File: src/rtl/td4_pkg.sv
// td4_pkg -- shared definitions for the TD4 instruction-cycle controller.
//   * sequencer state encoding
//   * default datapath widths and watchdog limit
//   * instruction field positions for the default 8-bit word {op[3:0], imm[3:0]}
package td4_pkg;

  localparam int PC_W_DEF    = 4;
  localparam int IMM_W_DEF   = 4;
  localparam int OP_W        = 4;
  localparam int TIMEOUT_DEF = 15;

  // Field positions inside the default 8-bit instruction word.
  localparam int OP_MSB  = 7;
  localparam int OP_LSB  = 4;
  localparam int IMM_MSB = 3;
  localparam int IMM_LSB = 0;

  typedef enum logic [1:0] {
    ST_IDLE  = 2'd0,
    ST_FETCH = 2'd1,
    ST_EXEC  = 2'd2,
    ST_HALT  = 2'd3
  } seq_state_e;

endpackage

File: src/rtl/td4_pc.sv
// td4_pc -- program counter register.
// Synchronous active-low reset to 0; load has priority over increment;
// increment wraps modulo 2^PC_W.
// Ports:
//   clk_i       clock, rising edge
//   srst_n_i    synchronous active-low reset
//   load_i      load pc from load_val_i
//   inc_i       increment pc
//   load_val_i  jump target
//   pc_o        current pc (registered)
module td4_pc
  import td4_pkg::*;
#(
  parameter int PC_W = PC_W_DEF
) (
  input  logic            clk_i,
  input  logic            srst_n_i,
  input  logic            load_i,
  input  logic            inc_i,
  input  logic [PC_W-1:0] load_val_i,
  output logic [PC_W-1:0] pc_o
);

  logic [PC_W-1:0] pc_q;
  logic [PC_W-1:0] pc_d;

  always_comb begin
    pc_d = pc_q;
    if (load_i) begin
      pc_d = load_val_i;
    end else if (inc_i) begin
      pc_d = pc_q + {{(PC_W-1){1'b0}}, 1'b1};
    end
  end

  always_ff @(posedge clk_i) begin
    if (!srst_n_i) begin
      pc_q <= '0;
    end else begin
      pc_q <= pc_d;
    end
  end

  assign pc_o = pc_q;

endmodule

File: src/rtl/td4_sequencer.sv
// td4_sequencer -- instruction-cycle controller for the 4-bit TD4 core.
// Fetches instructions from program ROM over req/ack, holds them in the IR,
// drives opcode/immediate to the decoder, owns PC and carry, and issues a
// one-cycle write strobe per executed instruction.
//
// Optional build macro SEQ_TIMEOUT_EN: adds a FETCH watchdog, the
// TIMEOUT_CYCLES parameter and the errout port. Without it FETCH waits
// for ack indefinitely.
//
// Ports:
//   clkin         clock, rising edge
//   n_resetin     synchronous active-low reset
//   runin         free-run enable
//   stepin        single-step request (sampled in IDLE)
//   rom_addrout   ROM address (= PC)
//   rom_reqout    fetch request
//   rom_ackin     ROM data valid
//   rom_datain    instruction word {op, imm}
//   op0out..op3out opcode bits from IR
//   immout        immediate from IR
//   cout          registered carry flag
//   carryin       adder carry-out of current instruction
//   jmp_nin       active-low PC load request
//   ld_strobeout  register write qualifier (one cycle in EXEC)
//   pcout         current PC
//   haltout       core halted
//   errout        ROM ack watchdog expired (SEQ_TIMEOUT_EN only)
module td4_sequencer
  import td4_pkg::*;
#(
  parameter int PC_W  = PC_W_DEF,
  parameter int IMM_W = IMM_W_DEF
`ifdef SEQ_TIMEOUT_EN
  ,
  parameter int TIMEOUT_CYCLES = TIMEOUT_DEF
`endif
) (
  input  logic                  clkin,
  input  logic                  n_resetin,
  input  logic                  runin,
  input  logic                  stepin,
  output logic [PC_W-1:0]       rom_addrout,
  output logic                  rom_reqout,
  input  logic                  rom_ackin,
  input  logic [OP_W+IMM_W-1:0] rom_datain,
  output logic                  op0out,
  output logic                  op1out,
  output logic                  op2out,
  output logic                  op3out,
  output logic [IMM_W-1:0]      immout,
  output logic                  cout,
  input  logic                  carryin,
  input  logic                  jmp_nin,
  output logic                  ld_strobeout,
  output logic [PC_W-1:0]       pcout,
  output logic                  haltout
`ifdef SEQ_TIMEOUT_EN
  ,
  output logic                  errout
`endif
);

  seq_state_e             state_q, state_d;
  logic [OP_W+IMM_W-1:0]  ir_q, ir_d;
  logic                   carry_q, carry_d;
  logic                   pc_load, pc_inc;
  logic [PC_W-1:0]        pc;
  logic [PC_W-1:0]        jump_target;
  logic                   self_jump;

  assign jump_target = ir_q[PC_W-1:0];
  // A taken jump whose target is the current PC can never make progress:
  // treat it as the program's halt instruction.
  assign self_jump   = !jmp_nin && (jump_target == pc);

`ifdef SEQ_TIMEOUT_EN
  localparam int WD_W = $clog2(TIMEOUT_CYCLES + 1);

  logic [WD_W-1:0] wd_q, wd_d;
  logic            err_q, err_d;
  logic            wd_expired;

  // wd_q counts completed ack-less FETCH cycles; the current cycle is the
  // TIMEOUT_CYCLES-th one when wd_q has reached TIMEOUT_CYCLES-1.
  assign wd_expired = (wd_q == WD_W'(TIMEOUT_CYCLES - 1));

  always_comb begin
    wd_d = wd_q;
    if (state_q != ST_FETCH && state_d == ST_FETCH) begin
      wd_d = '0;
    end else if (state_q == ST_FETCH && !rom_ackin) begin
      wd_d = wd_q + WD_W'(1);
    end
  end
`endif

  always_comb begin
    state_d = state_q;
    ir_d    = ir_q;
    carry_d = carry_q;
    pc_load = 1'b0;
    pc_inc  = 1'b0;
`ifdef SEQ_TIMEOUT_EN
    err_d   = err_q;
`endif
    case (state_q)
      ST_IDLE: begin
        if (runin || stepin) begin
          state_d = ST_FETCH;
        end
      end
      ST_FETCH: begin
        // An ack in the timeout cycle still completes the fetch.
        if (rom_ackin) begin
          ir_d    = rom_datain;
          state_d = ST_EXEC;
        end
`ifdef SEQ_TIMEOUT_EN
        else if (wd_expired) begin
          state_d = ST_HALT;
          err_d   = 1'b1;
        end
`endif
      end
      ST_EXEC: begin
        carry_d = carryin;
        if (!jmp_nin) begin
          pc_load = 1'b1;
        end else begin
          pc_inc = 1'b1;
        end
        if (self_jump) begin
          state_d = ST_HALT;
        end else begin
          state_d = runin ? ST_FETCH : ST_IDLE;
        end
      end
      ST_HALT: begin
        state_d = ST_HALT;
      end
      default: begin
        state_d = ST_IDLE;
      end
    endcase
  end

  always_ff @(posedge clkin) begin
    if (!n_resetin) begin
      state_q <= ST_IDLE;
      ir_q    <= '0;
      carry_q <= 1'b0;
`ifdef SEQ_TIMEOUT_EN
      wd_q    <= '0;
      err_q   <= 1'b0;
`endif
    end else begin
      state_q <= state_d;
      ir_q    <= ir_d;
      carry_q <= carry_d;
`ifdef SEQ_TIMEOUT_EN
      wd_q    <= wd_d;
      err_q   <= err_d;
`endif
    end
  end

  td4_pc #(
    .PC_W(PC_W)
  ) u_pc (
    .clk_i      (clkin),
    .srst_n_i   (n_resetin),
    .load_i     (pc_load),
    .inc_i      (pc_inc),
    .load_val_i (jump_target),
    .pc_o       (pc)
  );

  // Control outputs are straight decodes of the state register.
  assign rom_reqout   = (state_q == ST_FETCH);
  assign ld_strobeout = (state_q == ST_EXEC);
  assign haltout      = (state_q == ST_HALT);
  assign rom_addrout  = pc;
  assign pcout        = pc;
  assign cout         = carry_q;
  assign immout       = ir_q[IMM_W-1:0];
  assign {op3out, op2out, op1out, op0out} = ir_q[IMM_W +: OP_W];
`ifdef SEQ_TIMEOUT_EN
  assign errout       = err_q;
`endif

endmodule
File: config.mk
export PLATFORM = sky130hd
export DESIGN_NAME = td4_sequencer
export DESIGN_NICKNAME = d
export VERILOG_FILES = /design/src/rtl/td4_pkg.sv /design/src/rtl/td4_pc.sv /design/src/rtl/td4_sequencer.sv
export SDC_FILE = /design/constraint.sdc
export NUM_CORES = 1
export LEC_CHECK = 0
export ABC_CLOCK_PERIOD_IN_PS = 1000
export CAP_MARGIN = 20
export CORE_MARGIN = 5
export CORE_UTILIZATION = 36
export CTS_CLUSTER_DIAMETER = 200
export DETAILED_ROUTE_END_ITERATION = 10
export GPL_TIMING_DRIVEN = 1
export HOLD_SLACK_MARGIN = 0.03
export MAX_ROUTING_LAYER = met4
export PLACE_DENSITY = 0.83
export REMOVE_ABC_BUFFERS = 1
export SYNTH_ARGS = -nofsm -noshare
export SYNTH_HDL_FRONTEND = slang
export SYNTH_SLANG_ARGS = --single-unit
File: constraint.sdc
create_clock -name clkin -period 1 [get_ports clkin]
set_input_delay 0.1 -clock clkin [delete_from_list [all_inputs] [get_ports clkin]]
set_output_delay 0.1 -clock clkin [all_outputs]
set_load 0.01 [all_outputs]
== Yosys cells after proc, flatten, opt, wreduce, memory -nomap -nowiden ==
Index checks and enable logic that the tools add are counted.

* $add $sub $neg: 1
* Equality and inequality tests: 6
* Multiplexer cells: 11
* Reductions and logical operators: 7

{| class="wikitable"
|+ Operators by type and width
! cell !! count
|-
| 4-bit two-way mux || 2
|-
| 2-bit one-hot mux with 4 select lines || 1
|-
| 2-bit two-way mux || 3
|-
| 1-bit two-way mux || 5
|-
| 4-bit by 1-bit adder with 4-bit output, second input constant || 1
|-
| 2-bit equality test, second input constant || 2
|-
| 4-bit equality test || 1
|-
| 2-bit AND reduction || 2
|-
| 2-bit by 1-bit equality test with 1-bit output, second input constant || 1
|-
| 2-bit logical NOT || 1
|-
| 2-bit by 1-bit inequality test with 1-bit output, second input constant || 1
|-
| 2-bit inequality test, second input constant || 1
|-
| 2-bit nonzero test || 1
|-
| 1-bit logical AND || 1
|-
| 1-bit logical NOT || 1
|-
| 1-bit logical OR || 1
|}

* Bits in registers: 15
* Word-level logic and storage cells: 29

== Longest topological paths before layout ==
* Word-level depth: 4
* Gate-level depth with buffers: 4

== Modules after synthesis ==
A second synthesis with hierarchy kept.

* Cell total of the unflattened synthesis: 79
* Area total of the unflattened synthesis: 754.5 um^2

{| class="wikitable"
|+ Modules (own cells, without submodules)
! module !! times used !! cells an instance !! area each (um^2)
|-
| td4_sequencer || 1 || 57 || 561.8
|-
| td4_pc || 1 || 22 || 192.7
|}

== Worst setup path after synthesis ==
Ideal clock, no wire load.

* Path kind: flip-flop to flip-flop
* Start point: register u_pc.pc_q[0], in the netlist u_pc.pc_o[0]
* End point: register u_pc.pc_q[2], in the netlist u_pc.pc_o[2]
* Setup time: 0.071 ns
* Arrival: 1.033 ns
* Path slack: -0.104 ns
* Stages on the path, launching flop included: 5
* Buffers on the path: 0
* Period minus slack after synthesis: 1.104 ns
* Cells stage by stage: dfxtp_1 > ha_1 > nand2b_1 > a21bo_1 > a21oi_1

* Word-level cells in the longest chain between the ends: 3

{| class="wikitable"
|+ RTL lines
! element !! line !! source
|-
| start, declared || td4_pc.sv:24 || <nowiki>logic [PC_W-1:0] pc_q;</nowiki>
|-
| start signal, assigned || td4_pc.sv:40 || <nowiki>pc_q <= pc_d;</nowiki>
|-
| 4-bit by 1-bit adder with 4-bit output || td4_pc.sv:32 || <nowiki>pc_d = pc_q + {{(PC_W-1){1'b0}}, 1'b1};</nowiki>
|-
| 4-bit two-way mux || td4_pc.sv:31 || <nowiki>end else if (inc_i) begin</nowiki>
|-
| 4-bit two-way mux || td4_pc.sv:29 || <nowiki>if (load_i) begin</nowiki>
|}

No other way between the ends. The select of a mux whose other input is x is not followed.
A chain may end at the register's enable or synchronous reset.

== Worst setup path in the final report ==
* Start point: register state_q[0]
* End point: register state_q[0]

* Word-level cells in the longest chain between the ends: 3
* Elaborated cells on any way between the ends: 8
* Classes of those cells: eq/ne: 5; mux: 1; reduce/logical: 2

{| class="wikitable"
|+ RTL lines
! element !! line !! source
|-
| start, declared || td4_sequencer.sv:63 || <nowiki>seq_state_e state_q, state_d;</nowiki>
|-
| start signal, assigned || td4_sequencer.sv:157 || <nowiki>state_q <= state_d;</nowiki>
|-
| 2-bit by 1-bit equality test with 1-bit output / 2-bit logical NOT (equally long branches) || td4_sequencer.sv:106 || <nowiki>case (state_q)</nowiki>
|-
| 2-bit by 1-bit inequality test with 1-bit output (no line) / 2-bit inequality test (equally long branches) || n/a ||
|-
| 2-bit AND reduction (no line) || n/a ||
|}

Parallel ways exist; a longest one is shown, timed or not.

==> flow_summary.toml <==
[status]
status = "finished, violations left"
violated_checks = "negative setup slack"

[worst_setup_path]
crit_required_ns = 1.17
max_stage_delay_ns = 0.41
crit_fanout = 7
timing.reg2reg.worst_path_depth = 3
critPathArrivalTime_ns = 1.31
timing.critical_path.from_type = "flip-flop"
critical-path-top-delay-family = "simple AND/OR/NAND/NOR gates"
cp-end-kind = "flip-flop"
critPathKind = "flip-flop to flip-flop"
crit-reg2reg-launch = "state_q[0]"
timing.critical_path.cells = "or3b_1, a22oi_2, a211oi_2"
cell_with_the_biggest_individual_delay_on_the_critical_path = "sky130_fd_sc_hd__or3b_1"
worst-path-buf-inv = 0
r2r_slack_ns = -0.14
worstReg2RegEnd = "state_q[0]"

[layout]
design_area_sq_um = 1315
fill_cells = 150
layout_commonest_cell = "sky130_fd_sc_hd__buf_4"
area_growth_synth_to_finish_pct = 69.24
design.final.nets = 149
total_area_of_multi_input_combinational_cells_sq_um = 486.7
finalNonFillerCells = 159
top_library_cells_by_usage_in_the_layout_fill_and_taps_aside = "sky130_fd_sc_hd__buf_4 (17), sky130_fd_sc_hd__clkdlybuf4s50_1 (13), sky130_fd_sc_hd__mux2i_1 (11)"
sequential_cell_area_in_the_final_layout_sq_um = 321.6
antenna_cells = 0
proportion_of_layout_cells_with_a_drive_suffix_above_1_pct = 49.24
finalCoreUtilization_pct = 65.69

[clocking]
cts-htree-levels = 1
ctsRootBufferMaster = "sky130_fd_sc_hd__clkbuf_4"
cts-hold-fix-buffers = 0
cts_sinks = 15
ctsLongestPathBuffers = 2
clk_latency_ns = 0.27
cts.reportedPaths.clkPinSlew_ns = 0.09
tritoncts_clock_tree = "built"
cts_made_buffers = 3

[timing]
fin_setup_tns_ns = -1.177
timing.final.crit_period_ns = 1.143
count_of_final_max_slew_check_failures = 0
timing.slew.headroom_pct = 79.61
timing_worst_slew_pin_value_ns = 0.3054
timing.clock.skew_ns = 0.0007017
timing.final.crit_share_pct = 114.3
rsz0062_at_grt = "true"
fmax_mhz = 875.0
setup_failing_eps_final = 17
final_critical_path_setup_slack_ns = -0.1428
endpoints_failing_hold = 0

[placed_design]
place_area_sq_um = 1235
dpl.cell_count = 152
gp_congestion = 0.8200
post-dp-hpwl_um = 1472
io_buffer_count = 34

[pwr]
combPwrFrac_pct = 36.8
psw_uw = 524.4
switching_share_pct = 30.65
pwr-share-clk_pct = 19.9
ratio_of_total_power_to_cell_area_nw_per_um2 = 1301
cellInternalPower_uw = 1187
p_seq_share_pct = 43.3
power.ir.vdd_worst_v = 0.0008321
static-leakage-power_uw = 0.0006097
p_total_uw = 1711

[hold_path]
timing.hold.worst_path_depth = 3
hold_path.class = "primary input to flip-flop"
hp_start = "jmp_nin"
holdPathEnd = "u_pc.pc_o[1]"

[floorplanning]
die_y_um = 56.46
num_io_pins = 35
start_util_pct = 38.81
floorplan.rows = 16
die-area_sq_um = 3187
core_region_area_sq_um = 2002
dieWidth_um = 56.46

[run]
timing.max_cap.violations = 0

[logic_synthesis]
netlist_area_sq_um = 777.0
number_of_flops_mapped_to_enable_cells_by_yosys = 0
synthCells = 82
syn-mean-instance-area_sq_um = 9.476
synthArstFlopShare_pct = 0
postSynth.topFlopCell = "sky130_fd_sc_hd__dfxtp_1"
postSynthRegisterBits = 15
ys.warnings.count = 0
synth_cell_type_count = 33
sequential_to_total_area_share_from_yosys_stat_pct = 38.65

[detailed_routing]
drc_violation_count_after_routing = 0
firstDrtPassIters = 4
vias = 769
met3WireLength_um = 134
viasPerCell = 4.836
wl_per_cell_um = 13.57
met2_wirelength_um = 1041
detail_route.wirelength_um = 2157
antenna_violating_nets_post_route = 0
top_signal_layer_used = "met4"
drt-initial-drc-count = 20
wl_met1_um = 969

[global_routing]
grt_antenna_before_repair = 0
grt_first_pass_wirelength_um = 3208
grt.overflow.total = 0
number_of_global_route_vias_before_repair = 692
global_route.usage.total_pct = 12.77
grt_max_degree = 10
final cells by class:
type                            instances  share of cell area [%]
Clock buffer                            4                   1.998
Sequential cell                        15                   24.45
Timing Repair Buffer                   54                   33.68
Multi-Input combinational cell         58                   37.01
Inverter                                1                  0.2854
Tap cell                               27                   2.569
worst reg2reg max path, stage by stage, from the launching register on:
cell                       delay (ns)
sky130_fd_sc_hd__dfxtp_4         0.37
sky130_fd_sc_hd__or3b_1          0.41
sky130_fd_sc_hd__a22oi_2         0.19
sky130_fd_sc_hd__a211oi_2        0.06
state kept, by name (all words and copies together), names as in the netlist:
register	flops
ir_q	8
state_q	2
u_pc.pc_o	4
cout	1
power groups by stage:
stage | Clock (uW) | Combinational, uW | Sequential [uW]
after floorplan | 0 | 228 | 756
after global routing | 395 | 681 | 754
after detailed placement | 0 | 610 | 735
after CTS | 349 | 591 | 732
after global placement | 0 | 601 | 731
final | 341 | 630 | 740
routing by layer:
layer	up-vias	track usage, %
met2	30	19.47
met5	-	-
met1	353	16.01
met4	0	4.068
met3	2	3.899
li1	384	-
per-stage QoR:
step,worst slack [ns],hold slack [ns]
final,-0.1428,0.3301
after global routing,-0.1864,0.3332
after CTS,-0.1373,0.4153
after detailed placement,-0.3556,0.4883
after global placement,-0.2774,0.4775
after floorplan,-0.2395,0.2410
kinds of logic after synthesis:
family / share of synthesized area, %
AO/OA/AOI/OAI: 11.59
XOR/XNOR: 4.508
AND/OR/NAND/NOR: 21.74
buffers and inverters: 7.730
flip-flops: 38.65
multiplexers: 14.17
adder cells (fa/ha/maj): 1.610
synth_stat cells (2+ instances only):
cell                       number  share of area [%]
sky130_fd_sc_hd__a211oi_1       2                1.9
sky130_fd_sc_hd__a21oi_1        2                1.3
sky130_fd_sc_hd__buf_4          5                4.8
sky130_fd_sc_hd__clkbuf_1       2               0.97
sky130_fd_sc_hd__dfxtp_1       15                 39
sky130_fd_sc_hd__mux2i_1       11                 14
sky130_fd_sc_hd__nand2_1        2               0.97
sky130_fd_sc_hd__nand2b_1       2                1.6
sky130_fd_sc_hd__nand3_1        2                1.3
sky130_fd_sc_hd__nand3b_1       2                1.9
sky130_fd_sc_hd__nor2_1        10                4.8
sky130_fd_sc_hd__nor2b_1        3                2.4
sky130_fd_sc_hd__xnor2_1        4                4.5
worst max-delay path by stage:
stage / start / cells past startpoint / endpoint / slack [ns]
after floorplan: state_q[1] / 3 / u_pc.pc_o[3] / -0.24
after global placement: jmp_nin / 5 / state_q[0] / -0.28
after detailed placement: jmp_nin / 5 / state_q[0] / -0.36
after CTS: state_q[1] / 2 / ld_strobeout / -0.14
after global routing: state_q[1] / 4 / ir_q[0] / -0.19
final: state_q[0] / 3 / state_q[0] / -0.14
repair_timing:
item                                    CTS  global route
gates cloned                              0             0
endpoints found under the setup margin   35            35
resized for setup                        68            29
pin swaps                                 4             5
buffers inserted                          1             2
Power figures use the tool's default switching activity.
